$ cat src/rtl/program_store_if.sv
// Host load byte link between the deframer and the program store.
interface program_store_if;
  logic [7:0] ld_data;
  logic       ld_valid;
  logic       ld_ready;

  modport master (output ld_data, output ld_valid, input ld_ready);
  modport slave  (input ld_data, input ld_valid, output ld_ready);
endinterface

$ cat src/rtl/program_store.sv
// Writable program/delay RAM for the glitch sequencer, loaded by framed host bytes.
// Latency: reads registered, 1 cycle. Backpressure: ld_ready drops while run_active; frame FSM holds.
module program_store #(
  parameter int INSTR_W    = 12,
  parameter int PROG_DEPTH = 256,
  parameter int DELAY_W    = 32,
  parameter int NUM_DELAYS = 16
) (
  input  logic               clk,
  input  logic               rst_n,
  program_store_if.slave     ld,
  input  logic               run_active,
  input  logic [7:0]         instr_pt,
  input  logic [7:0]         delay_num,
  output logic [INSTR_W-1:0] instr,
  output logic [DELAY_W-1:0] delay_len,
  output logic [8:0]         prog_len,
  output logic               busy,
  output logic               err
);

  localparam int PAW = (PROG_DEPTH > 1) ? $clog2(PROG_DEPTH) : 1;
  localparam int DAW = (NUM_DELAYS > 1) ? $clog2(NUM_DELAYS) : 1;
  localparam logic [9:0] PROG_LIM = 10'(PROG_DEPTH);
  localparam logic [9:0] DLY_LIM  = 10'(NUM_DELAYS);

  localparam logic [2:0] S_IDLE  = 3'd0;
  localparam logic [2:0] S_IDX   = 3'd1;
  localparam logic [2:0] S_CNT   = 3'd2;
  localparam logic [2:0] S_DATA  = 3'd3;
  localparam logic [2:0] S_DRAIN = 3'd4;

  logic [2:0]  state;
  logic        is_prog;
  logic [7:0]  idx;
  logic [7:0]  cnt;
  logic [7:0]  k;
  logic [1:0]  bcnt;
  logic [23:0] asm_q;
  logic        ready_q;
  logic [2**DAW-1:0] dvalid;

  logic [INSTR_W-1:0] pram [2**PAW];
  logic [DELAY_W-1:0] dram [2**DAW];

  logic        accept;
  logic        last_byte;
  logic        last_entry;
  logic        wr_en;
  logic [9:0]  span;
  logic [9:0]  limit;
  logic [8:0]  waddr;
  logic [8:0]  waddr_p1;
  logic [15:0] pword;
  logic [31:0] dword;

  assign ld.ld_ready = ready_q & ~run_active;
  assign busy        = (state != S_IDLE);

  assign accept     = ld.ld_valid & ld.ld_ready;
  assign last_byte  = is_prog ? (bcnt == 2'd1) : (bcnt == 2'd3);
  assign last_entry = (({1'b0, k} + 9'd1) == {1'b0, cnt});
  assign span       = {2'b00, idx} + {2'b00, ld.ld_data};
  assign limit      = is_prog ? PROG_LIM : DLY_LIM;
  assign waddr      = {1'b0, idx} + {1'b0, k};
  assign waddr_p1   = waddr + 9'd1;
  assign wr_en      = (state == S_DATA) && accept && last_byte;
  assign pword      = {ld.ld_data, asm_q[7:0]};
  assign dword      = {ld.ld_data, asm_q};

  // Upper word bits beyond the configured widths are intentionally dropped.
  wire unused_ok = &{1'b0, pword, dword, waddr};

  always_ff @(posedge clk) begin
    if (wr_en) begin
      if (is_prog) pram[waddr[PAW-1:0]] <= pword[INSTR_W-1:0];
      else         dram[waddr[DAW-1:0]] <= dword[DELAY_W-1:0];
    end
  end

  // Gating uses pre-write prog_len/dvalid, so a same-cycle write reads old data.
  always_ff @(posedge clk or negedge rst_n) begin
    if (!rst_n) begin
      instr     <= '0;
      delay_len <= '0;
    end else begin
      instr     <= ({1'b0, instr_pt} < prog_len) ? pram[instr_pt[PAW-1:0]] : '0;
      delay_len <= (({2'b00, delay_num} < DLY_LIM) && dvalid[delay_num[DAW-1:0]])
                   ? dram[delay_num[DAW-1:0]] : '0;
    end
  end

  always_ff @(posedge clk or negedge rst_n) begin
    if (!rst_n) begin
      state    <= S_IDLE;
      is_prog  <= 1'b0;
      idx      <= '0;
      cnt      <= '0;
      k        <= '0;
      bcnt     <= '0;
      asm_q    <= '0;
      err      <= 1'b0;
      prog_len <= '0;
      dvalid   <= '0;
      ready_q  <= 1'b0;
    end else begin
      ready_q <= 1'b1;
      if (accept) begin
        case (state)
          S_IDLE: begin
            case (ld.ld_data)
              8'h01: begin is_prog <= 1'b1; state <= S_IDX; end
              8'h02: begin is_prog <= 1'b0; state <= S_IDX; end
              8'h03: begin prog_len <= '0; dvalid <= '0; err <= 1'b0; end
              default: err <= 1'b1;
            endcase
          end
          S_IDX: begin
            idx   <= ld.ld_data;
            state <= S_CNT;
          end
          S_CNT: begin
            cnt  <= ld.ld_data;
            k    <= '0;
            bcnt <= '0;
            if (ld.ld_data == 8'd0) begin
              state <= S_IDLE;
            end else if (span > limit) begin
              err   <= 1'b1;
              state <= S_DRAIN;
            end else begin
              state <= S_DATA;
            end
          end
          S_DATA, S_DRAIN: begin
            if (last_byte) begin
              bcnt <= '0;
              k    <= k + 8'd1;
              if (last_entry) state <= S_IDLE;
              if (state == S_DATA) begin
                if (is_prog && (waddr_p1 > prog_len)) prog_len <= waddr_p1;
                if (!is_prog) dvalid[waddr[DAW-1:0]] <= 1'b1;
              end
            end else begin
              bcnt <= bcnt + 2'd1;
              case (bcnt)
                2'd0:    asm_q[7:0]   <= ld.ld_data;
                2'd1:    asm_q[15:8]  <= ld.ld_data;
                2'd2:    asm_q[23:16] <= ld.ld_data;
                default: ;
              endcase
            end
          end
          default: state <= S_IDLE;
        endcase
      end
    end
  end

endmodule

$ cat src/flat_wrapper.sv
// flat-port wrapper written by rule: the top's interface ports become plain ports
module program_store_flat 
#(
  parameter int INSTR_W    = 12,
  parameter int PROG_DEPTH = 256,
  parameter int DELAY_W    = 32,
  parameter int NUM_DELAYS = 16
)
  (clk, rst_n, run_active, instr_pt, delay_num, instr, delay_len, prog_len, busy, err, ld_ld_data, ld_ld_valid, ld_ld_ready);
  program_store_if ld_i ();
  input  logic clk;
  input  logic rst_n;
  input  logic run_active;
  input  logic [7:0] instr_pt;
  input  logic [7:0] delay_num;
  output logic [INSTR_W-1:0] instr;
  output logic [DELAY_W-1:0] delay_len;
  output logic [8:0] prog_len;
  output logic busy;
  output logic err;
  input wire logic [$bits(ld_i.ld_data)-1:0] ld_ld_data;
  input wire logic [$bits(ld_i.ld_valid)-1:0] ld_ld_valid;
  output wire logic [$bits(ld_i.ld_ready)-1:0] ld_ld_ready;
  assign ld_i.ld_data = ld_ld_data;
  assign ld_i.ld_valid = ld_ld_valid;
  assign ld_ld_ready = ld_i.ld_ready;
  program_store #(.INSTR_W(INSTR_W), .PROG_DEPTH(PROG_DEPTH), .DELAY_W(DELAY_W), .NUM_DELAYS(NUM_DELAYS)) u_core (.clk(clk), .rst_n(rst_n), .ld(ld_i), .run_active(run_active), .instr_pt(instr_pt), .delay_num(delay_num), .instr(instr), .delay_len(delay_len), .prog_len(prog_len), .busy(busy), .err(err));
endmodule
$ cat config.mk
export PLATFORM = sky130hd
export DESIGN_NAME = program_store_flat
export DESIGN_NICKNAME = d
export VERILOG_FILES = /design/src/rtl/program_store_if.sv /design/src/rtl/program_store.sv /design/src/flat_wrapper.sv
export SDC_FILE = /design/constraint.sdc
export NUM_CORES = 2
export LEC_CHECK = 0
export ABC_AREA = 0
export CAP_MARGIN = 20
export CELL_PAD_IN_SITES_DETAIL_PLACEMENT = 0
export CELL_PAD_IN_SITES_GLOBAL_PLACEMENT = 1
export CORE_MARGIN = 3
export CORE_UTILIZATION = 51
export CTS_BUF_LIST = sky130_fd_sc_hd__clkbuf_8 sky130_fd_sc_hd__clkbuf_16
export DETAILED_ROUTE_END_ITERATION = 16
export GPL_ROUTABILITY_DRIVEN = 0
export MAX_ROUTING_LAYER = met4
export PLACE_DENSITY = 0.84
export SLEW_MARGIN = 20
export SYNTH_ARGS = -nofsm -noshare
export SYNTH_HDL_FRONTEND = slang
export SYNTH_SLANG_ARGS = --single-unit
export TNS_END_PERCENT = 20
$ cat constraint.sdc
create_clock -name clk -period 3.8 [get_ports clk]
set_input_delay 0.76 -clock clk [delete_from_list [all_inputs] [get_ports clk]]
set_output_delay 0.76 -clock clk [all_outputs]
set_load 0.02 [all_outputs]
==> results by group <==
Status
  • Result of the run: finished, violations left
  • Failing checks: setup timing

Finish
  • Area added between synthesis and finish: 16.17%
  • Share of cells above drive strength 1: about a third
  • Final core area utilization: 59.80%
  • Final #Nets: roughly 7,300
  • FILL cells: 18,190

Critical path
  • Critical path class: flip-flop to flip-flop
  • Capturing element type of the critical path: flip-flop
  • FF-to-FF setup slack: -30 ps
  • Required arrival time at the worst endpoint: approximately 4500 ps
  • Reg2reg start: u_core.idx[0]
  • Worst setup path startpoint: u_core.idx[0]
  • Type of element launching the critical path: flip-flop
  • Maximum fanout encountered on the critical timing path: 5
  • Critical Path AT: roughly 4600 ps
  • Length in cells of the worst reg-to-reg path: 18

Timing
  • Measured slew at the worst slew-check pin: roughly 1200 ps
  • Total setup violations reported at the end of the flow: 6
  • Number of failing hold endpoints at the final stage: 0
  • Worst slew margin relative to its limit: 18.45%
  • Sum Neg Setup Slack: -119.9 ps
  • Period minus WS final: approximately 3800 ps
  • Min Hold Slack: 312.3 ps
  • Tcrit/Tclk final: 100.8%
  • Worst setup slack after layout: -30.98 ps
  • Worst-case clock skew: 66.15 ps
  • Number of max-slew violations in the final report: 0
  • RSZ-0062 raised after global routing: true
  • Timing-limited maximum frequency: approximately 260 MHz

Clocking
  • Insertion delay to the later sink of the worst-skew pair: between 800 and 900 ps
  • Number of sinks handled by clock tree synthesis: ~3,700
  • Longest Clk Path Bufs: 4
  • Number of CTS-inserted buffers: approximately 350
  • H-tree lvl count: 5
  • Clock transition at the registers of the reported paths: about 70 ps
  • TritonCTS clock tree: yes
  • Cell at the root of the clock tree: sky130_fd_sc_hd__clkbuf_16

Synthesis
  • Proportion of synthesized area in mux cells: approximately 16%
  • Leading cell types by total area after synthesis: sky130_fd_sc_hd__edfxtp_1, sky130_fd_sc_hd__mux4_2, sky130_fd_sc_hd__dfrtp_1, sky130_fd_sc_hd__mux2_2, sky130_fd_sc_hd__nor2_1
  • XOR/XNOR Fraction of Synth Area: less than 1%
  • Synth Area in Compound Gates: roughly 2.7%
  • Count of cell types in the netlist: 58
  • Number of synthesized flops with an enable pin: around 3,600
  • Library cell with the largest summed area after synthesis: sky130_fd_sc_hd__edfxtp_1
  • Synthesized-area fraction occupied by adder cells: less than 1%
  • Proportion of synthesized flip-flops having asynchronous set or reset: under 10%
  • Average footprint of a synthesized cell: approximately 22 µm²
  • Synthesized flop and latch total: between 3,000 and 4,000
  • Synthesis warning total: 0
  • Mapped Cells: around 6,400
  • Fraction of post-synthesis cell area in the top cell type by area: between 70% and 80%
  • Post-synth top flop: sky130_fd_sc_hd__edfxtp_1
  • Post-synthesis share of cell area spent on and, or, nand and nor gates: 1.730%
  • Largest family of logic cells by synthesized area: multiplexers
  • Post-synthesis cell area: about 140,000 µm²
  • Mapped Nets: approximately 6,500
  • Top-count cell post-synth: sky130_fd_sc_hd__edfxtp_1
  • Portion of the post-synthesis area used by sequential elements: 77.40%
  • Leading post-synthesis cells by instance count: sky130_fd_sc_hd__edfxtp_1, sky130_fd_sc_hd__mux4_2, sky130_fd_sc_hd__nor2_1

Routing
  • ANT nets after route: 0
  • Detailed Route WL: around 370,000 µm
  • Vias per cell: around 6.5
  • Number of vias in the routed layout: roughly 73,000
  • Number of detailed-route iterations in the first pass: 6
  • Number of DRC violations after detailed routing: 0
  • Iter 0 DRT Violations: ~10,000
  • Routed len/inst: 32.65 µm

Global routing
  • Initial antenna violation count: 15
  • First-pass GRT wire length: about 530,000 µm
  • Via count of the first global-routing pass: around 74,000
  • GRT Overall Usage: approximately a quarter
  • Maximum number of pins on one net before global-route repair: around 180
  • Grt total ovfl: 0

Placed design
  • Detailed placer's ending HPWL: 218,500 µm
  • Dpl ws: -441.1 ps
  • Number of port buffers: between 80 and 90

Floorplan
  • Effective utilization at floorplan: just over 50%
  • Die height: 535.7 µm
  • CORE AREA: 277,900 µm²
  • Die Area: ~290,000 µm²
  • Die Width: 535.7 µm
  • Row count: approximately 190
  • I/O pin count: 84

Power
  • Leakage Power: ~0.054 µW
  • Power per Cell Area: ~560 nW/µm²
  • Worst vdd ir: about 0.00048 V

Worst hold path
  • Class of the tightest hold or removal check: input port to asynchronous set/reset pin

Run
  • Max-cap violations: 0
## cell families after synthesis
kind of cell,Yosys count
buffers and inverters,402
other,1
xor gates and xnor gates,29
muxes,1154
adders and majority gates,45
DFF,3709
AOI/OAI and AO/OA,518
and+or+nand+nor,547
## state kept, by name, summed over array words and instances, names as in the netlist
signal and flops:
u_core.asm_q 24, u_core.bcnt 2, u_core.cnt 8, u_core.delay_len 32
u_core.dram 512, u_core.dvalid 16, u_core.err 1, u_core.idx 8
u_core.instr 12, u_core.is_prog 1, u_core.k 8, u_core.pram 3072
u_core.prog_len 9, u_core.ready_q 1, u_core.state 3
## layer usage
metal / wire, µm / GRT usage [%] / share of wire (%)
met4: 19530 / 11.93 / 5.3
met2: 181600 / 41.48 / 49
met1: 130900 / 34.22 / 36
met5: 0 / - / 0
met3: 35860 / 4.646 / 9.7
## power breakdown
| part | total (µW) | switching [µW] | internal (µW) |
|---|---|---|---|
| Combinational | 8330 | 5910 | 2420 |
| Sequential | 50200 | 1420 | 48800 |
| Clock | 34600 | 14900 | 19700 |
| Total | 93100 | 22200 | 70900 |
## placed cells by master, fill, tap and decap left out, types with 52 or more instances in the layout
| cell type | count |
|---|---|
| sky130_fd_sc_hd__mux4_2 | 933 |
| sky130_fd_sc_hd__o221ai_1 | 96 |
| sky130_fd_sc_hd__nor2_1 | 304 |
| sky130_fd_sc_hd__inv_1 | 112 |
| sky130_fd_sc_hd__nand2_1 | 52 |
| sky130_fd_sc_hd__clkinv_1 | 61 |
| sky130_fd_sc_hd__buf_12 | 127 |
| sky130_fd_sc_hd__buf_4 | 668 |
| sky130_fd_sc_hd__clkinv_2 | 56 |
| sky130_fd_sc_hd__clkbuf_16 | 361 |
| sky130_fd_sc_hd__o21ai_0 | 126 |
| sky130_fd_sc_hd__edfxtp_1 | 3584 |
| sky130_fd_sc_hd__dfrtp_1 | 117 |
| sky130_fd_sc_hd__mux2i_1 | 92 |
| sky130_fd_sc_hd__a221oi_1 | 92 |
| sky130_fd_sc_hd__clkdlybuf4s50_1 | 70 |
| sky130_fd_sc_hd__o22a_1 | 96 |
| sky130_fd_sc_hd__mux2_2 | 129 |
## metrics by stage
stage | std cells | power [µW] | area, µm²
floorplan | 6405 | 54660 | 143100
global placement | 10610 | 58780 | 154600
detailed placement | 10610 | 59290 | 154600
CTS | 11250 | 93440 | 166000
global route | 11260 | 95530 | 166200
finish | 11270 | 93140 | 166200
## critical path, cell delays in order, from the launching register on
cell                        delay (ps)
sky130_fd_sc_hd__dfrtp_1           360
sky130_fd_sc_hd__ha_2              210
sky130_fd_sc_hd__inv_2              40
sky130_fd_sc_hd__fa_2              370
sky130_fd_sc_hd__nor2b_2           130
sky130_fd_sc_hd__o31a_1            270
sky130_fd_sc_hd__o21a_1            190
sky130_fd_sc_hd__o2111ai_2         190
sky130_fd_sc_hd__nor4bb_4          300
sky130_fd_sc_hd__xnor2_1           170
sky130_fd_sc_hd__inv_1              90
sky130_fd_sc_hd__ha_4              270
sky130_fd_sc_hd__nand4_1           100
sky130_fd_sc_hd__a21o_1            190
sky130_fd_sc_hd__a2111o_1          380
sky130_fd_sc_hd__a21boi_4          170
sky130_fd_sc_hd__buf_6             130
sky130_fd_sc_hd__nand2_1            70
sky130_fd_sc_hd__o31ai_2            60
## cell type report
| type | count | area (µm²) | area share (%) |
|---|---|---|---|
| Inverter | 29 | 108.9 | 0.06549 |
| Timing Repair Buffer | 880 | 8454 | 5.086 |
| Tap cell | 3705 | 4636 | 2.789 |
| Multi-Input combinational cell | 2294 | 30900 | 18.59 |
| Sequential cell | 3709 | 110800 | 66.65 |
| Clock inverter | 267 | 2161 | 1.300 |
| Antenna cell | 13 | 32.53 | 0.01957 |
| Clock buffer | 369 | 9144 | 5.501 |
## repair_timing
| item | 4_1_cts | 5_1_grt |
|---|---|---|
| pin swaps | 4 | 8 |
| setup buffers | 3 | 4 |
| hold endpoints to repair | 7 | 0 |
| gates cloned | 0 | 1 |
| hold buffers | 1 | 0 |
| endpoints found under the setup margin | 9 | 9 |
| gates resized for setup | 6 | 25 |
## final timing paths
kind                                        end
max                          u_core.prog_len[2]
min                        u_core.delay_len[18]
max reg2reg                  u_core.prog_len[2]
min reg2reg                   u_core.dvalid[15]
max in group asynchronous       u_core.instr[2]
min in group clk            u_core.pram[176][9]
(Power assumes the default switching activity.)
